===== config.mk =====
export PLATFORM = sky130hd
export DESIGN_NAME = count_compare
export DESIGN_NICKNAME = d
export VERILOG_FILES = /design/src/rtl/count_compare.sv
export SDC_FILE = /design/constraint.sdc
export NUM_CORES = 1
export LEC_CHECK = 0
export ABC_AREA = 1
export ABC_CLOCK_PERIOD_IN_PS = 1300
export CAP_MARGIN = 10
export CORE_MARGIN = 8
export CORE_UTILIZATION = 49
export CTS_BUF_LIST = sky130_fd_sc_hd__clkbuf_2
export DETAILED_ROUTE_END_ITERATION = 12
export GPL_TIMING_DRIVEN = 0
export PLACE_DENSITY = 0.8
export SLEW_MARGIN = 10
export SYNTH_ARGS = -nofsm -noshare
export SYNTH_HDL_FRONTEND = slang
export SYNTH_SLANG_ARGS = --single-unit
export TNS_END_PERCENT = 30

===== constraint.sdc =====
create_clock -name clk -period 1.3 [get_ports clk]
set_input_delay 0.195 -clock clk [delete_from_list [all_inputs] [get_ports clk]]
set_output_delay 0.195 -clock clk [all_outputs]
set_load 0.01 [all_outputs]

===== src/rtl/count_compare.sv =====
// Compare/PWM stage fed by the up-counter: double-buffered compare value,
// registered PWM output and a valid/ready match-event stream.
// Optional one-shot mode: define COUNT_COMPARE_ONESHOT_EN to add oneshot/done.
module count_compare #(
  parameter int                     COUNT_WIDTH = 8,
  parameter logic [COUNT_WIDTH-1:0] CMP_RESET   = '0
) (
  input  logic                   clk,
  input  logic                   rst,
  input  logic                   enable,
  input  logic [COUNT_WIDTH-1:0] count,
  input  logic                   period_end,
  input  logic                   cfg_valid,
  output logic                   cfg_ready,
  input  logic [COUNT_WIDTH-1:0] cfg_cmp,
  output logic                   pwm_out,
  output logic                   evt_valid,
  input  logic                   evt_ready,
  output logic                   evt_overrun,
  input  logic                   overrun_clr,
`ifdef COUNT_COMPARE_ONESHOT_EN
  input  logic                   oneshot,
  output logic                   done,
`endif
  output logic                   busy
);

  typedef enum logic [1:0] {IDLE, ARMED, RUN} state_t;

  state_t                   state, state_nxt;
  logic [COUNT_WIDTH-1:0]   active_cmp;
  logic [COUNT_WIDTH-1:0]   pend_cmp;
  logic                     pend_full;
  logic                     match_q;
  logic                     running;
  logic                     match;
  logic                     evt;
  logic                     cfg_fire;
  logic                     apply;
  logic                     oneshot_end;

  assign running   = (state == RUN);
  assign match     = running && (count == active_cmp);
  assign evt       = match && !match_q;
  assign cfg_ready = !pend_full;
  assign cfg_fire  = cfg_valid && !pend_full;
  // In IDLE nothing is being generated, so a pending value may land at once.
  assign apply     = pend_full && ((state == IDLE) || period_end);
  assign busy      = (state != IDLE);

  always_comb begin
    state_nxt   = state;
    oneshot_end = 1'b0;
    case (state)
      IDLE:  if (enable) state_nxt = ARMED;
      ARMED: begin
        if (!enable)         state_nxt = IDLE;
        else if (period_end) state_nxt = RUN;
      end
      RUN: begin
        if (!enable) state_nxt = IDLE;
`ifdef COUNT_COMPARE_ONESHOT_EN
        else if (oneshot && period_end) begin
          state_nxt   = IDLE;
          oneshot_end = 1'b1;
        end
`endif
      end
      default: state_nxt = IDLE;
    endcase
  end

  // Control and output registers
  always_ff @(posedge clk or negedge rst) begin
    if (!rst) begin
      state       <= IDLE;
      active_cmp  <= CMP_RESET;
      pend_full   <= 1'b0;
      match_q     <= 1'b0;
      pwm_out     <= 1'b0;
      evt_valid   <= 1'b0;
      evt_overrun <= 1'b0;
    end else begin
      state   <= state_nxt;
      match_q <= match;
      pwm_out <= running && (count < active_cmp);

      if (apply) begin
        active_cmp <= pend_cmp;
        pend_full  <= 1'b0;
      end else if (cfg_fire) begin
        pend_full  <= 1'b1;
      end

      if (evt)            evt_valid <= 1'b1;
      else if (evt_ready) evt_valid <= 1'b0;

      if (evt && evt_valid && !evt_ready) evt_overrun <= 1'b1;
      else if (overrun_clr)               evt_overrun <= 1'b0;
    end
  end

  // Pending compare value: data only, qualified by pend_full
  always_ff @(posedge clk) begin
    if (cfg_fire) pend_cmp <= cfg_cmp;
  end

`ifdef COUNT_COMPARE_ONESHOT_EN
  always_ff @(posedge clk or negedge rst) begin
    if (!rst) done <= 1'b0;
    else      done <= oneshot_end;
  end
`else
  logic unused_oneshot;
  assign unused_oneshot = oneshot_end;
`endif

endmodule


==> metrics.txt, run 1 <==
worst-path fanout max 2; post-layout util between 70% and 80%; WL/cell ~13 um; vias per std cell between 4 and 5; Starting Density between 50% and 60%; gr usage total 10.9%; Final nets 170; cells along the critical path or2_4 -> buf_6; Root Buffer Master clkbuf_2; CP Launch Type flip-flop; GPL Wtd Cong a little under 0.8; CP top delay family flip-flops; top-area cell type share of the netlist area ~36%; die area 3880 sq um; critical path arrival roughly 1.2 ns; antenna violations before repair 0; DIE HEIGHT 62.3 um; Starting DRT DRC Count 31; worst hold path class in2async; final hold vios 0; Synth cell types 16; first-pass GRT wire length between 3000 and 4000 um; post-synthesis sequential area ratio 58.6%; Syn Std Cell Area 1050 sq um; H-tree levels 1; maximum vdd drop ~0.00095 V; Die Wd ~62 um; RSZ-0062 raised after global routing yes; fraction of layout instances using a drive strength above 1 between 10% and 20%; Crit path largest cell delay around 0.43 ns; WS Path Type reg2out; clock tree from TritonCTS done; Worst Path Required 1.11 ns; Min Clock Period, post-route 1.35 ns; Worst Setup Slack post-DPL -0.350 ns; #FFs+latches synth 23; CTS Buffer Depth 2; # IOs 28; most frequent cells in the layout 22 x nand2_1, 22 x clkdlybuf4s50_1, 18 x inv_1; outcome finished with violations; Max-Cap Viols 0; total number of vias 788; Final Max Slew Viols 0; num rows 16; # fillers roughly 140; Achievable Freq roughly 0.74 GHz; Antenna Violating Nets Remaining 0; worst clock skew between 0.003 and 0.004 ns; synthesized net count around 140; crit path max-delay cell type dfrtp_1; fin crit share 104%; worst slew pin tran between 0.6 and 0.7 ns; Final Setup Violations 3; IO buf count 27; clock latency at the later pin of the worst-skew pair between 0.3 and 0.4 ns; CTS buffer count 3; Worst setup EP type primary output; antenna cell count 0; Setup WS post-layout -0.0460 ns; DRC Markers 0; Leakage a little under 0.7 nW; total clock sinks 23; core area 2000 sq um; worst relative slew slack 56.3%; Yosys warning count 0; cell taking the most area after synthesis dfrtp_1; Synth Instances approximately 100; Post-Route WL around 2100 um; First-pass DRT Iterations 4; post-DP HPWL 1680 um; Syn Area/Cell around 10 sq um; P per Cell Area around 1500 nW/um^2; Worst-path clk slew 0.20 ns; total global routing overflow 0; largest cells by area after synthesis dfrtp_1 36%, edfxtp_1 23%, ha_1 9.5%; vias in the first global route between 800 and 900; largest net degree at the start of global routing 16; area grow syn2layout 37.2%; Critical path buffers and inverters 1; failing checks setup timing
-- per-stage QoR --
stage	instance area, sq um	hold WS (ns)	power (W)	TNS [ns]	instances
floorplan	1050	-0.101	0.00148	0	104
global route	1440	0.279	0.00230	-0.361	165
detailed placement	1350	0.444	0.00173	-3.71	158
global placement	1350	0.437	0.00167	-3.06	158
CTS	1380	0.252	0.00200	-0.114	163
finish	1440	0.250	0.00212	-0.0602	165
-- layout make-up --
cell class	count	area, sq um	share of cell area (%)
Buffer	1	11.3	0.782
Clock buffer	4	20.0	1.39
Multi-Input combinational cell	58	392	27.2
Tap cell	27	33.8	2.35
Inverter	22	82.6	5.73
Sequential cell	23	616	42.7
Timing Repair Buffer	30	285	19.8
-- where the power goes --
group          leakage [nW]  total, W  internal (W)  switching (W)
sequential            0.267  0.000994      0.000933      0.0000616
combinational         0.404  0.000843      0.000388       0.000455
clock                0.0166  0.000278     0.0000815       0.000196
total                 0.688   0.00212       0.00140       0.000713
-- synthesized netlist by cell type --
| cell type | n |
|---|---|
| nand2_1 | 23 |
| a21oi_4 | 1 |
| o21bai_1 | 2 |
| edfxtp_1 | 8 |
| dfrtp_1 | 15 |
| nand3_1 | 1 |
| nand2_2 | 1 |
| inv_1 | 22 |
| ha_1 | 8 |
| a21oi_1 | 4 |
| o21ai_0 | 9 |
| nand4_1 | 1 |
| nor2_1 | 6 |
| or2_4 | 1 |
| buf_6 | 1 |
| o21ai_2 | 1 |
-- sequential cells by signal (all words and copies together), names as in the netlist --
name,flops
pwm_out,1
pend_cmp,8
evt_overrun,1
active_cmp,8
pend_full,1
match_q,1
state,2
evt_valid,1
-- repair_timing --
| action | in CTS | in global routing |
|---|---|---|
| hold buffers | 0 | 0 |
| buffers inserted | 1 | 2 |
| gates resized for setup | 12 | 20 |
| endpoints found under the setup margin | 9 | 20 |
| pin swaps | 1 | 7 |
-- routing by layer --
layer  vias up  track usage (%)  part of all wire, %
met5         -                0                    0
met4         0             3.42                 0.47
met3         2             4.84                  7.7
met2        27             20.1                   53
met1       359             10.5                   39
li1        400                -                    -
-- worst paths after layout --
path | to | start | depth (start not counted) | slack, ns
worst max-delay path | busy | state[1] | 2 | -0.05
min in group clk | pend_cmp[6] | cfg_cmp[6] | 1 | 0.41
worst max register to register | evt_valid | active_cmp[3] | 8 | -0.01
max in group asynchronous | active_cmp[2] | rst | 1 | 0.64
worst min-delay path | state[1] | rst | 1 | 0.25
worst min register to register | active_cmp[2] | pend_cmp[2] | 2 | 0.49
-- logic make-up after synthesis --
family                     share of synthesized area (%)
AOI/OAI and AO/OA                                   10.0
adders and majority gates                           9.54
and+or+nand+nor                                     12.9
buffers and inverters                               8.94
DFF                                                 58.6
(Power assumes the default switching activity.)
==> inputs of run 2 (changes only) <==
- ABC_CLOCK_PERIOD_IN_PS: 1300 -> not set
==> results of run 2 <==
No change in the layout: final DEF, timing and power equal those of run 1.
